===== src/rtl/thermostat_fsm.sv =====
// thermostat_fsm: heat/cool controller with a hysteresis band around the
// setpoint, a minimum on-time once heating or cooling starts, a lockout
// after either output drops, and an enable input that forces the outputs off.
// The outputs are registered and follow the FSM state one cycle after the
// inputs are sampled.
module thermostat_fsm #(
  parameter int unsigned WIDTH   = 8,
  parameter int unsigned HYST    = 2,
  parameter int unsigned MIN_ON  = 16,
  parameter int unsigned MIN_OFF = 8
) (
  input  logic             clk,
  input  logic             rst_n,
  input  logic             enable,
  input  logic [WIDTH-1:0] current_temp,
  input  logic [WIDTH-1:0] set_temp,
  output logic             heat,
  output logic             cool,
  output logic [1:0]       state
);

  // The dwell counter must reach the larger of the two timing limits.
  localparam int unsigned CNT_LIMIT = (MIN_ON > MIN_OFF) ? MIN_ON : MIN_OFF;
  localparam int unsigned CW        = $clog2(CNT_LIMIT + 1);

  localparam logic [CW-1:0] CNT_MAX  = '1;
  localparam logic [CW-1:0] ON_LAST  = CW'(MIN_ON - 1);
  localparam logic [CW-1:0] OFF_LAST = CW'(MIN_OFF - 1);

  typedef enum logic [1:0] {
    S_IDLE    = 2'd0,
    S_HEAT    = 2'd1,
    S_COOL    = 2'd2,
    S_LOCKOUT = 2'd3
  } state_t;

  state_t          state_q, state_d;
  logic [CW-1:0]   cnt_q, cnt_d;
  logic            heat_q, cool_q;

  logic [WIDTH:0]   hi_sum;
  logic [WIDTH:0]   lo_diff;
  logic [WIDTH-1:0] hi_thr;
  logic [WIDTH-1:0] lo_thr;

  // Thresholds are built one bit wider than the temperature so the carry or
  // borrow out can be used to saturate at the ends of the range.
  always_comb begin
    hi_sum  = {1'b0, set_temp} + (WIDTH+1)'(HYST);
    lo_diff = {1'b0, set_temp} - (WIDTH+1)'(HYST);
    hi_thr  = hi_sum[WIDTH]  ? {WIDTH{1'b1}} : hi_sum[WIDTH-1:0];
    lo_thr  = lo_diff[WIDTH] ? {WIDTH{1'b0}} : lo_diff[WIDTH-1:0];
  end

  // Next-state selection; the dwell counter restarts on any state change.
  always_comb begin
    state_d = state_q;
    unique case (state_q)
      S_IDLE: begin
        if (enable && (current_temp < lo_thr)) begin
          state_d = S_HEAT;
        end else if (enable && (current_temp > hi_thr)) begin
          state_d = S_COOL;
        end
      end
      S_HEAT: begin
        // Losing enable overrides the minimum on-time.
        if (!enable) begin
          state_d = S_LOCKOUT;
        end else if ((current_temp >= set_temp) && (cnt_q >= ON_LAST)) begin
          state_d = S_LOCKOUT;
        end
      end
      S_COOL: begin
        if (!enable) begin
          state_d = S_LOCKOUT;
        end else if ((current_temp <= set_temp) && (cnt_q >= ON_LAST)) begin
          state_d = S_LOCKOUT;
        end
      end
      S_LOCKOUT: begin
        // Enable and temperature are deliberately ignored while locked out.
        if (cnt_q == OFF_LAST) begin
          state_d = S_IDLE;
        end
      end
      default: state_d = S_IDLE;
    endcase
  end

  // Dwell counter: zero on entry to a state, then count up and saturate.
  always_comb begin
    cnt_d = cnt_q;
    if (state_d != state_q) begin
      cnt_d = '0;
    end else if (cnt_q != CNT_MAX) begin
      cnt_d = cnt_q + 1'b1;
    end
  end

  // State, counter and decoded drive outputs; reset kills the drives at once.
  always_ff @(posedge clk or negedge rst_n) begin
    if (!rst_n) begin
      state_q <= S_IDLE;
      cnt_q   <= '0;
      heat_q  <= 1'b0;
      cool_q  <= 1'b0;
    end else begin
      state_q <= state_d;
      cnt_q   <= cnt_d;
      heat_q  <= (state_d == S_HEAT);
      cool_q  <= (state_d == S_COOL);
    end
  end

  assign heat  = heat_q;
  assign cool  = cool_q;
  assign state = state_q;

endmodule


===== config.mk =====
export PLATFORM = sky130hd
export DESIGN_NAME = thermostat_fsm
export DESIGN_NICKNAME = d
export VERILOG_FILES = /design/src/rtl/thermostat_fsm.sv
export SDC_FILE = /design/constraint.sdc
export NUM_CORES = 1
export LEC_CHECK = 0
export BUFFER_PORTS_ARGS = -buffer_cell sky130_fd_sc_hd__buf_2
export CAP_MARGIN = 15
export CORE_AREA = 3 3 74 76
export CTS_CLUSTER_DIAMETER = 60
export CTS_CLUSTER_SIZE = 30
export DETAILED_ROUTE_END_ITERATION = 16
export DIE_AREA = 0 0 77 79
export HOLD_SLACK_MARGIN = 0.02
export MAX_ROUTING_LAYER = met4
export PLACE_DENSITY_LB_ADDON = 0.1
export SETUP_SLACK_MARGIN = 0.2
export SLEW_MARGIN = 20
export SYNTH_ARGS = -nofsm -noshare
export SYNTH_HDL_FRONTEND = slang
export SYNTH_SLANG_ARGS = --single-unit

===== constraint.sdc =====
create_clock -name clk -period 2.8 [get_ports clk]
set_clock_uncertainty 0.2 [all_clocks]
set_input_delay 0.28 -clock clk [delete_from_list [all_inputs] [get_ports clk]]
set_output_delay 0.28 -clock clk [all_outputs]
set_load 0.01 [all_outputs]

# Word level (Yosys, flattened, before mapping)
# Index checks and enable logic that the tools add are counted.
# word_totals
out_inout_bits	4
regBits	9
inputBits	19
elab_cells	38
# classes
reduce_logical	6
n_mux	12
n_eq_ne	8
n_lt_le_gt_ge	5
addsub	3
# ops
cell	count
$mux 8	2
$mux 2	7
$mux 5	2
$add 8x2->9 const B	1
$sub 8x2->9 const B	1
$ge 8x8->1	1
$gt 8x8->1	1
$le 8x8->1	1
$lt 8x8->1	1
$pmux 2 s4	1
$eq 2x2->1 const B	3
$add 5x1->5 const B	1
$eq 5x3->1 const B	1
$ge 5x4->1 const B	1
$ne 5x5->1 const B	1
$eq 2x1->1 const B	2
$logic_and 1x1->1	4
$logic_not 2->1	1
$ne 2x2->1	1
$reduce_bool 2->1	1

# Depth between registers and ports, before layout
# Gate-level depths: netlist of the first run.
# depth
ltp_word	9
depth_mapped	12

# Worst setup path before layout of the first run
# OpenSTA, ideal clock, no wires.
# synth_timing
path_type	input-to-reg
startpoint	input port set_temp[4]
endpoint	register cnt_q[0]
setup_slack_ps	-193
arrival_ps	2692
t_required_ps	2499
path_stages	11
cell_sequence	buf_2 -> nand3_1 -> nor4_1 -> nor2_1 -> ha_1 -> a21o_1 -> a21o_1 -> a221oi_1 -> nor2_1 -> and3_2 -> nor4_1
# synth_between
elab_chain_len	9
# synth_lines
element	line	source
from (decl)	16	input logic [WIDTH-1:0] set_temp,
$add 8x2->9	49	hi_sum = {1'b0, set_temp} + (WIDTH+1)'(HYST);
$mux 8	51	hi_thr = hi_sum[WIDTH] ? {WIDTH{1'b1}} : hi_sum[WIDTH-1:0];
$gt 8x8->1	62	end else if (enable && (current_temp > hi_thr)) begin
$logic_and 1x1->1	62	
$mux 2	62	
$mux 2	60	if (enable && (current_temp < lo_thr)) begin
$pmux 2 s4 (*)	58	unique case (state_q)
$ne 2x2->1 (*)	94	if (state_d != state_q) begin
$mux 5 or $reduce_bool 2->1 (tied branches)	-	
to (signal assigned)	110	cnt_q <= cnt_d;
to (decl)	38	logic [CW-1:0] cnt_q, cnt_d;
# Mark *: on every way between the ends. The rest lies on a longest branch, timed or not.
# A chain may end at the register's enable or synchronous reset.

# Worst setup path in the final report of the first run
# layout_timing
startpoint	input port set_temp[7]
endpoint	register cnt_q[4]
# Same word-level chain as after synthesis.

==> key figures, run 1 <==
Place
  • I/O Buffers: 22
  • DP Area: 0.00174 mm2
  • HPWL after DPL: 3.24 mm
  • GPL Wtd Cong: 0.822

Detailed routing
  • TritonRoute pass-1 iters: 4
  • Iter 0 DRT Violations: 50
  • Drc violations: 0
  • Post-route ant nets: 0
  • Post-DR vias/cell: 4.89
  • Via count: 1384
  • Total Wirelength: 3.83 mm
  • Avg WL per Cell: 13.5 um

Synth
  • EDFF count, synth: 0
  • Mapped Area: 0.00136 mm2
  • Sequential area share after synthesis: 16.5%
  • Post-synth top area cell: ha_1
  • Post-Syn Instances: 166
  • Top FF cell, synth: dfrtp_1
  • Yosys Warn Count: 0
  • Synth Register Bits: 9
  • Synth top area cells: ha_1 26%, dfrtp_1 17%, nor2_1 5.0%, a21oi_1 4.0%, inv_1 3.3%
  • Syn nets: 213
  • Async S/R FF share, synth: 100%
  • Fraction of synthesized cell area taken by the top area cell type: 25.7%
  • Average cell area after synthesis: 8.20 um2
  • Netlist cell types: 41

Flow run
  • Max-cap violations: 0

CTS
  • CTS HTree Levels: 1
  • CTS tree: yes
  • Clk Latency, worst-skew pair: 0.22 ns
  • TritonCTS buffer count: 3
  • Root buffer cell: clkbuf_8
  • CTS Sinks: 9
  • Reg clk slew, reported paths: 0.04 ns
  • CTS Buffer Depth: 2

Global route
  • Pin count of the biggest net entering global routing: 10
  • Antenna violations before repair: 0
  • GRT Total Usage: 13.3%
  • Global route total overflow: 0
  • Vias in the first global route: 1438
  • First-pass GRT wire length: 6.48 mm

Pwr
  • Overall power: 0.798 mW
  • Cell Pwr Density: 399 mW/mm2
  • Flop pwr share: 26.3%
  • P_sw: 0.303 mW
  • Clock power share: 17.8%
  • VDD IR max: 0.425 mV
  • Cell-internal power: 0.495 mW
  • Switching share of total power: 37.9%
  • Comb power frac: 55.8%
  • Pleak: 0.954 nW

Critical path
  • Crit-path max FO: 5
  • Setup slack, reg-to-reg: 0.30 ns
  • Crit path kind: in2reg
  • Critical Path End Type: register
  • Crit path DAT: 2.56 ns
  • Worst EP required: 2.72 ns
  • Crit start category: input pin

Floorplan
  • Die area: 0.00608 mm2
  • Die H: 79 um
  • # rows: 25
  • Initial Util: 28.4%
  • Die X: 77 um
  • IO Pins: 23
  • Core area: 0.00479 mm2

Cells and area
  • Most common cell after layout, fill and taps aside: ha_1
  • Diode count: 0
  • Multi-input gate area: 0.00125 mm2
  • Cell area after layout: 0.00200 mm2
  • Layout cells sized above 1: 38.9%
  • Register area: 225 um2
  • Layout overhead on the synthesized area: 47.1%
  • Filler Cell Count: 495
  • Fin nets: 264
  • Commonest cells after routing, fill and taps aside: 25 x ha_1, 24 x buf_4, 18 x buf_2, 16 x nor2_1
  • Core Util, Final: 41.8%

Timing
  • Setup violators final: 0
  • Final max-slew violation count: 0
  • RSZ-0062 raised after global routing: yes
  • Period utilisation layout: 94.0%
  • Hold_ws: 0.231 ns
  • Rel. slew slack: 71.5%
  • Hold violation count in the final report: 0
  • Maximum clock rate: 380 MHz
  • Post-layout min period: 2.63 ns
  • Worst-Margin Slew: 0.426 ns

Hold path
  • Hold crit path type: in2async

Status
  • Status: complete, no violations
final cells by class:
| type | count | area share [%] |
|---|---|---|
| inverter | 12 | 2.25 |
| sequential | 9 | 11.3 |
| multi-input combinational | 142 | 62.7 |
| tap | 67 | 4.19 |
| clock buffer | 4 | 2.25 |
| timing repair buffer | 49 | 17.4 |
state kept, by name, indices dropped and copies added, names as in the netlist:
name	cells
cnt_q	5
state	2
heat	1
cool	1
worst max-delay path, cell delays in order:
cell	delay, ns
buf_6	0.09
or3_4	0.38
or3_4	0.41
nand2_2	0.10
ha_4	0.19
o2111ai_2	0.16
nor2_1	0.07
a211oi_2	0.22
buf_4	0.17
o21ai_4	0.06
and3_4	0.20
nor4_4	0.23
cells by family after synthesis:
logic type | count (synthesis) | synth area share, %
muxes | 3 | 2.21
buffers and inverters | 15 | 4.87
DFF | 9 | 16.5
adders and majority gates | 28 | 25.7
and+or+nand+nor | 71 | 27.6
xor gates and xnor gates | 8 | 5.15
AOI/OAI and AO/OA | 32 | 17.9
metrics by stage:
| stage | cells | TNS (ns) | setup WS (ns) |
|---|---|---|---|
| after global routing | 283 | 0 | 0.0549 |
| after CTS | 282 | 0 | 0.172 |
| after global placement | 276 | -0.647 | -0.139 |
| after detailed placement | 276 | -0.822 | -0.172 |
| final | 283 | 0 | 0.167 |
| after floorplan | 166 | -0.0154 | -0.0154 |
power by group through the flow:
stage	combinational, mW	clock, mW	sequential (mW)
CTS	0.383	0.147	0.210
detailed placement	0.356	0	0.212
global placement	0.356	0	0.212
finish	0.446	0.142	0.210
floorplan	0.237	0	0.204
global route	0.503	0.155	0.216
timing repair:
item / in CTS / in global routing
hold buffers: 1 / 0
cloned: 0 / 0
buffers inserted: 1 / 1
setup endpoints to repair: 7 / 7
gates resized for setup: 15 / 20
hold endpoints to repair: 9 / 0
pin swaps: 7 / 5
worst paths after layout:
check,cells past startpoint,endpoint,startpoint
worst min register to register,2,cnt_q[0]$_DFFE_PN0P_,cnt_q[0]$_DFFE_PN0P_
worst max register to register,9,cnt_q[1]$_DFFE_PN0P_,cnt_q[0]$_DFFE_PN0P_
max in group asynchronous,2,cnt_q[3]$_DFFE_PN0P_,rst_n
worst max-delay path,12,cnt_q[4]$_DFFE_PN0P_,set_temp[7]
min in group clk,4,state[1]$_DFF_PN0_,enable
worst min-delay path,2,heat$_DFF_PN0_,rst_n
routing by layer:
metal  part of all wire [%]  track usage, %  routed length (um)
met1                     44            15.6                1690
met2                     51            24.2                1960
met4                    1.8            4.27                  70
met5                      0               -                   0
met3                    3.1           0.907                 118
cell usage after synthesis (3+ instances only):
cell and number:
mux2i_1 3, nand4_1 3, inv_1 12, nand2_1 12, ha_1 28, o21ai_0 3
o31ai_1 3, xnor2_1 5, nand3_1 6, a21oi_1 11, and3_1 3, nor4_1 7
nor2b_1 4, dfrtp_1 9, a21o_1 4, nor2_1 18, xor2_1 3, nor3_1 4
Power figures use the tool's default switching activity.
==> run 2, diff against run 1 <==
--- a/config.mk
+++ b/config.mk
@@ -7,6 +7,8 @@
 export LEC_CHECK = 0
 export BUFFER_PORTS_ARGS = -buffer_cell sky130_fd_sc_hd__buf_2
 export CAP_MARGIN = 15
+export CELL_PAD_IN_SITES_DETAIL_PLACEMENT = 0
+export CELL_PAD_IN_SITES_GLOBAL_PLACEMENT = 1
 export CORE_AREA = 3 3 74 76
 export CTS_CLUSTER_DIAMETER = 60
 export CTS_CLUSTER_SIZE = 30
@@ -14,9 +16,10 @@
 export DIE_AREA = 0 0 77 79
 export HOLD_SLACK_MARGIN = 0.02
 export MAX_ROUTING_LAYER = met4
-export PLACE_DENSITY_LB_ADDON = 0.1
+export PLACE_DENSITY_LB_ADDON = 0.08
 export SETUP_SLACK_MARGIN = 0.2
 export SLEW_MARGIN = 20
 export SYNTH_ARGS = -nofsm -noshare
 export SYNTH_HDL_FRONTEND = slang
 export SYNTH_SLANG_ARGS = --single-unit
+export TNS_END_PERCENT = 50
==> key figures, run 2 (synthesized netlist as in run 1, its figures left out) <==
Critical path
  • Setup slack, reg-to-reg: 0.36 ns (+0.06 ns)
  • Worst setup path start: set_temp[2]
  • Crit path DAT: 2.61 ns (+0.05 ns)
  • Worst EP required: 2.72 ns (about the same)
  • Crit-path max FO: 4 (-1)
  • RR Startpoint: cnt_q[0]$_DFFE_PN0P_
  • Critical Path End Type: register
  • Crit path kind: in2reg
  • Crit start category: input pin

Place
  • HPWL after DPL: 3.32 mm (+2.5%)
  • DP Area: 0.00176 mm2 (+0.86%)
  • I/O Buffers: 22 (unchanged)
  • Worst slack, placed: -0.307 ns (-0.135 ns)
  • GPL Wtd Cong: 0.760 (-7.6%)

Floorplan
  • Die X: 77 um (unchanged)
  • Initial Util: 28.4% (unchanged)
  • Die area: 0.00608 mm2 (unchanged)
  • IO Pins: 23 (unchanged)
  • Core area: 0.00479 mm2 (unchanged)
  • Die H: 79 um (unchanged)
  • # rows: 25 (unchanged)

Pwr
  • P_sw: 0.308 mW (+1.9%)
  • Flop pwr share: 26.2% (about the same)
  • Overall power: 0.809 mW (+1.3%)
  • Cell-internal power: 0.500 mW (+0.99%)
  • VDD IR max: 0.443 mV (+4.3%)
  • Clock power share: 18.5% (+0.7 points)
  • Pleak: 0.970 nW (+1.7%)
  • Comb power frac: 55.2% (-0.6 points)
  • Cell Pwr Density: 397 mW/mm2 (-0.47%)
  • Switching share of total power: 38.1% (+0.21 points)

Global route
  • Vias in the first global route: 1442 (+0.28%)
  • Pin count of the biggest net entering global routing: 10 (unchanged)
  • Antenna violations before repair: 0 (unchanged)
  • First-pass GRT wire length: 6.84 mm (+5.5%)
  • GRT Total Usage: 14.0% (+0.80 points)
  • Global route total overflow: 0 (unchanged)

Cells and area
  • Layout overhead on the synthesized area: 49.7%
  • Cell area after layout: 0.00204 mm2 (+1.8%)
  • Max FFs per register: 5 (unchanged)
  • Layout cells sized above 1: 43.0% (+4.1 points)
  • Largest Register: cnt_q
  • Diode count: 0 (unchanged)
  • Filler Cell Count: 494 (-0.20%)
  • Commonest cells after routing, fill and taps aside: 28 x buf_4, 25 x ha_1, 19 x buf_2, 18 x nor2_1, 10 x nand2_1
  • Fin nets: 269 (+1.9%)
  • Most common cell after layout, fill and taps aside: buf_4
  • Core Util, Final: 42.6% (+0.76 points)

Detailed routing
  • Iter 0 DRT Violations: 50 (unchanged)
  • Via count: 1380 (-0.29%)
  • Post-route ant nets: 0 (unchanged)
  • Total Wirelength: 3.98 mm (+3.8%)
  • Drc violations: 0 (unchanged)
  • Post-DR vias/cell: 4.79 (-2.0%)
  • TritonRoute pass-1 iters: 4 (unchanged)
  • Avg WL per Cell: 13.8 um (+2.0%)

Timing
  • RSZ-0062 raised after global routing: yes
  • PnR worst setup slack: 0.113 ns (-0.0536 ns)
  • Rel. slew slack: 72.3% (+0.85 points)
  • Setup violators final: 0 (unchanged)
  • Post-layout min period: 2.69 ns (+0.0536 ns)
  • Maximum clock rate: 372 MHz (-2.0%)
  • Final max-slew violation count: 0 (unchanged)
  • Period utilisation layout: 96.0% (+1.9 points)
  • TNS Setup: 0 ns (unchanged)
  • Hold violation count in the final report: 0 (unchanged)
  • Worst-Margin Slew: 0.412 ns (-0.0137 ns)

Hold path
  • Hold crit path type: in2async

CTS
  • CTS tree: yes
  • CTS HTree Levels: 1 (unchanged)
  • Reg clk slew, reported paths: 0.04 ns (about the same)
  • Clk Latency, worst-skew pair: 0.23 ns (about the same)
  • CTS Sinks: 9 (unchanged)
  • TritonCTS buffer count: 3 (unchanged)
  • CTS Buffer Depth: 2 (unchanged)
  • Root buffer cell: clkbuf_8

Flow run
  • Max-cap violations: 0 (unchanged)

Status
  • Status: complete, no violations
## run 2: cell type report
| class | instances | area [um2] | area share (%) |
|---|---|---|---|
| Sequential cell | 9 | 225 | 11.0 |
| Tap cell | 67 | 83.8 | 4.11 |
| Multi-Input combinational cell | 142 | 1260 | 61.6 |
| Inverter | 12 | 45.0 | 2.21 |
| Timing Repair Buffer | 54 | 383 | 18.8 |
| Clock buffer | 4 | 45.0 | 2.21 |
## run 2: critical path, stage by stage
cell       delay, ns
buf_6           0.09
or3_4           0.41
or3_4           0.39
nand2_4         0.09
ha_4            0.19
o2111ai_2       0.17
nor2_1          0.08
a211oi_2        0.17
buf_4           0.16
nor3_1          0.04
or3_4           0.38
and2_1          0.14
## run 2: layer usage
metal	share of wire [%]	GRT usage [%]	up-vias	routed length (um)
met1	53	19.9	638	2120
met4	0.28	3.56	0	11
li1	-	-	716	-
met3	2.6	1.36	2	105
met2	44	21.5	24	1740
met5	0	-	-	0
## run 2: final timing paths
kind / endpoint / depth (start not counted)
setup / recovery: cool$_DFF_PN0_ / 12
max in group asynchronous: state[1]$_DFF_PN0_ / 2
hold reg to reg: cnt_q[2]$_DFFE_PN0P_ / 2
setup reg to reg: cnt_q[2]$_DFFE_PN0P_ / 8
hold / removal: cnt_q[0]$_DFFE_PN0P_ / 2
min in group clk: state[1]$_DFF_PN0_ / 5
## run 2: through the flow
step / hold WS (ns) / instances
floorplan: -0.216 / 166
global placement: -0.0681 / 278
detailed placement: -0.0637 / 278
CTS: 0.232 / 287
global route: 0.260 / 288
finish: 0.235 / 288
## run 2: what timing repair did
item / CTS / global route
pin swaps: 10 / 20
endpoints found under the setup margin: 8 / 9
hold buffers: 1 / 0
buffers inserted: 4 / 1
gates resized for setup: 19 / 20
endpoints found under the hold margin: 9 / 0
## run 2: power groups by stage
| stage | combinational (mW) | clock (mW) | sequential [mW] |
|---|---|---|---|
| 2_1_floorplan | 0.237 | 0 | 0.204 |
| 3_3_place_gp | 0.349 | 0 | 0.212 |
| 3_5_place_dp | 0.353 | 0 | 0.212 |
| 4_1_cts | 0.396 | 0.158 | 0.212 |
| 5_1_grt | 0.500 | 0.172 | 0.220 |
| 6_report | 0.447 | 0.150 | 0.212 |
==> run 3, diff against run 2 <==
==> constraint.sdc (replaced) <==
create_clock -name clk -period 2.8 [get_ports clk]
set_clock_uncertainty 0.2 [all_clocks]
set_input_delay 0.42 -clock clk [delete_from_list [all_inputs] [get_ports clk]]
set_output_delay 0.42 -clock clk [all_outputs]
set_load 0.01 [all_outputs]
==> key figures, run 3 (synthesized netlist as in run 1, its figures left out) <==
Global route
  • Antenna violations before repair: 0 (unchanged)
  • GRT Total Usage: 13.0% (-1.1 points)
  • Vias in the first global route: 1329 (-7.8%)
  • Pin count of the biggest net entering global routing: 10 (unchanged)
  • Global route total overflow: 0 (unchanged)
  • First-pass GRT wire length: 6.22 mm (-9.1%)

Flow run
  • Max-cap violations: 0 (unchanged)

Detailed routing
  • Total Wirelength: 3.85 mm (-3.3%)
  • TritonRoute pass-1 iters: 4 (unchanged)
  • Avg WL per Cell: 13.4 um (-3.0%)
  • Drc violations: 0 (unchanged)
  • Post-route ant nets: 0 (unchanged)
  • Iter 0 DRT Violations: 35 (-30%)
  • Via count: 1369 (-0.80%)
  • Post-DR vias/cell: 4.77 (-0.45%)

Pwr
  • Comb power frac: 53.9% (-1.3 points)
  • Flop pwr share: 27.2% (+1.0 points)
  • Switching share of total power: 38.2% (about the same)
  • VDD IR max: 0.378 mV (-15%)
  • Clock power share: 19.0% (+0.5 points)
  • P_sw: 0.300 mW (-2.7%)
  • Pleak: 0.973 nW (+0.31%)
  • Cell-internal power: 0.486 mW (-2.8%)
  • Cell Pwr Density: 384 mW/mm2 (-3.3%)

CTS
  • CTS tree: yes
  • Reg clk slew, reported paths: 0.05 ns (about the same)
  • Clk Latency, worst-skew pair: 0.23 ns (about the same)
  • CTS Sinks: 9 (unchanged)
  • CTS Buffer Depth: 2 (unchanged)
  • CTS HTree Levels: 1 (unchanged)
  • Root buffer cell: clkbuf_8
  • TritonCTS buffer count: 3 (unchanged)

Critical path
  • RR Startpoint: cnt_q[0]$_DFFE_PN0P_
  • Crit-path max FO: 4 (unchanged)
  • Critical Path End Type: register
  • RR Endpoint: cnt_q[1]$_DFFE_PN0P_
  • Worst EP required: 2.72 ns (about the same)
  • Register-to-Register Path Depth: 8 (unchanged)
  • Crit path DAT: 2.73 ns (+0.12 ns)
  • Crit path kind: in2reg
  • Crit start category: input pin
  • Setup slack, reg-to-reg: 0.32 ns (-0.04 ns)

Floorplan
  • Die H: 79 um (unchanged)
  • # rows: 25 (unchanged)
  • Die area: 0.00608 mm2 (unchanged)
  • Initial Util: 28.4% (unchanged)
  • IO Pins: 23 (unchanged)
  • Die X: 77 um (unchanged)
  • Core area: 0.00479 mm2 (unchanged)

Hold path
  • Hold crit path type: in2async

Cells and area
  • Layout cells sized above 1: 43.2% (+0.20 points)
  • Final Instance Count excl. Fillers: 287 (-0.35%)
  • Most common cell after layout, fill and taps aside: buf_4
  • Layout overhead on the synthesized area: 50.5%
  • Largest Register: cnt_q
  • Core Util, Final: 42.8% (+0.21 points)
  • Diode count: 0 (unchanged)
  • Commonest cells after routing, fill and taps aside: 28 x buf_4, 23 x ha_1, 18 x buf_2, 17 x nor2_1, 11 x inv_1
  • Max FFs per register: 5 (unchanged)
  • Fin nets: 268 (-0.37%)
  • Filler Cell Count: 507 (+2.6%)

Timing
  • Period utilisation layout: 100% (+4.4 points)
  • Hold_ws: 0.365 ns (+0.130 ns)
  • RSZ-0062 raised after global routing: yes
  • Rel. slew slack: 72.8% (+0.45 points)
  • Worst-Margin Slew: 0.405 ns (-0.00673 ns)
  • Setup violators final: 1 (+1)
  • Post-layout min period: 2.81 ns (+0.122 ns)
  • Hold violation count in the final report: 0 (unchanged)
  • PnR worst setup slack: -0.00917 ns (-0.122 ns)
  • Maximum clock rate: 356 MHz (-4.4%)
  • Final max-slew violation count: 0 (unchanged)

Place
  • I/O Buffers: 22 (unchanged)
  • HPWL after DPL: 3.24 mm (-2.4%)
  • Inst Count DP: 278 (unchanged)
  • Worst slack, placed: -0.399 ns (-0.0916 ns)
  • GPL Wtd Cong: 0.803 (+5.7%)

Status
  • Status: finished with violations
  • Failing checks: setup timing
-- run 3: repair_timing --
action,4_1_cts,5_1_grt
resized for setup,11,30
cloned,0,0
pin swaps,13,17
buffers inserted,1,3
hold endpoints to repair,9,0
hold buffers,1,0
endpoints found under the setup margin,8,9
-- run 3: layout make-up --
| type | instances | area [um2] | area share [%] |
|---|---|---|---|
| Clock buffer | 4 | 45.0 | 2.20 |
| Inverter | 12 | 45.0 | 2.20 |
| Sequential cell | 9 | 225 | 11.0 |
| Multi-Input combinational cell | 142 | 1270 | 62.1 |
| Tap cell | 67 | 83.8 | 4.09 |
| Timing Repair Buffer | 53 | 378 | 18.4 |
-- run 3: worst max-delay path: stages --
cell	delay, ns
buf_6	0.10
or3_4	0.38
or3_4	0.41
nand2_4	0.08
ha_4	0.19
o2111ai_2	0.18
nor2_1	0.08
a211oi_2	0.17
buf_4	0.16
nor3_2	0.04
or3_4	0.35
and2_4	0.16
-- run 3: per-layer routing --
metal | vias to the layer above | global-route usage, % | wire [um]
met2 | 22 | 19.3 | 1720
met4 | 0 | 2.14 | 25
met3 | 4 | 1.70 | 107
met5 | - | - | 0
met1 | 633 | 19.1 | 2000
li1 | 710 | - | -
-- run 3: through the flow --
step           TNS [ns]  total power [mW]  cell area (um2)
2_1_floorplan    -0.415             0.440             1390
3_3_place_gp      -2.46             0.558             1760
3_5_place_dp      -2.41             0.563             1760
4_1_cts         -0.0312             0.742             1880
5_1_grt          -0.144             0.858             2050
6_report       -0.00917             0.786             2050
-- run 3: worst max-delay path by stage --
| stage | start | end | slack, ns |
|---|---|---|---|
| after floorplan | set_temp[3] | cool$_DFF_PN0_ | -0.16 |
| after global routing | set_temp[2] | cool$_DFF_PN0_ | -0.06 |
| final | set_temp[5] | cool$_DFF_PN0_ | -0.009 |
| after detailed placement | set_temp[5] | cool$_DFF_PN0_ | -0.40 |
| after global placement | set_temp[5] | cool$_DFF_PN0_ | -0.39 |
| after CTS | set_temp[2] | cool$_DFF_PN0_ | -0.03 |
-- run 3: power groups by stage --
| stage | combinational [mW] | clock [mW] | sequential [mW] |
|---|---|---|---|
| after floorplan | 0.237 | 0 | 0.204 |
| after global placement | 0.347 | 0 | 0.211 |
| after detailed placement | 0.351 | 0 | 0.212 |
| after CTS | 0.378 | 0.152 | 0.212 |
| after global routing | 0.474 | 0.163 | 0.221 |
| final | 0.424 | 0.149 | 0.214 |
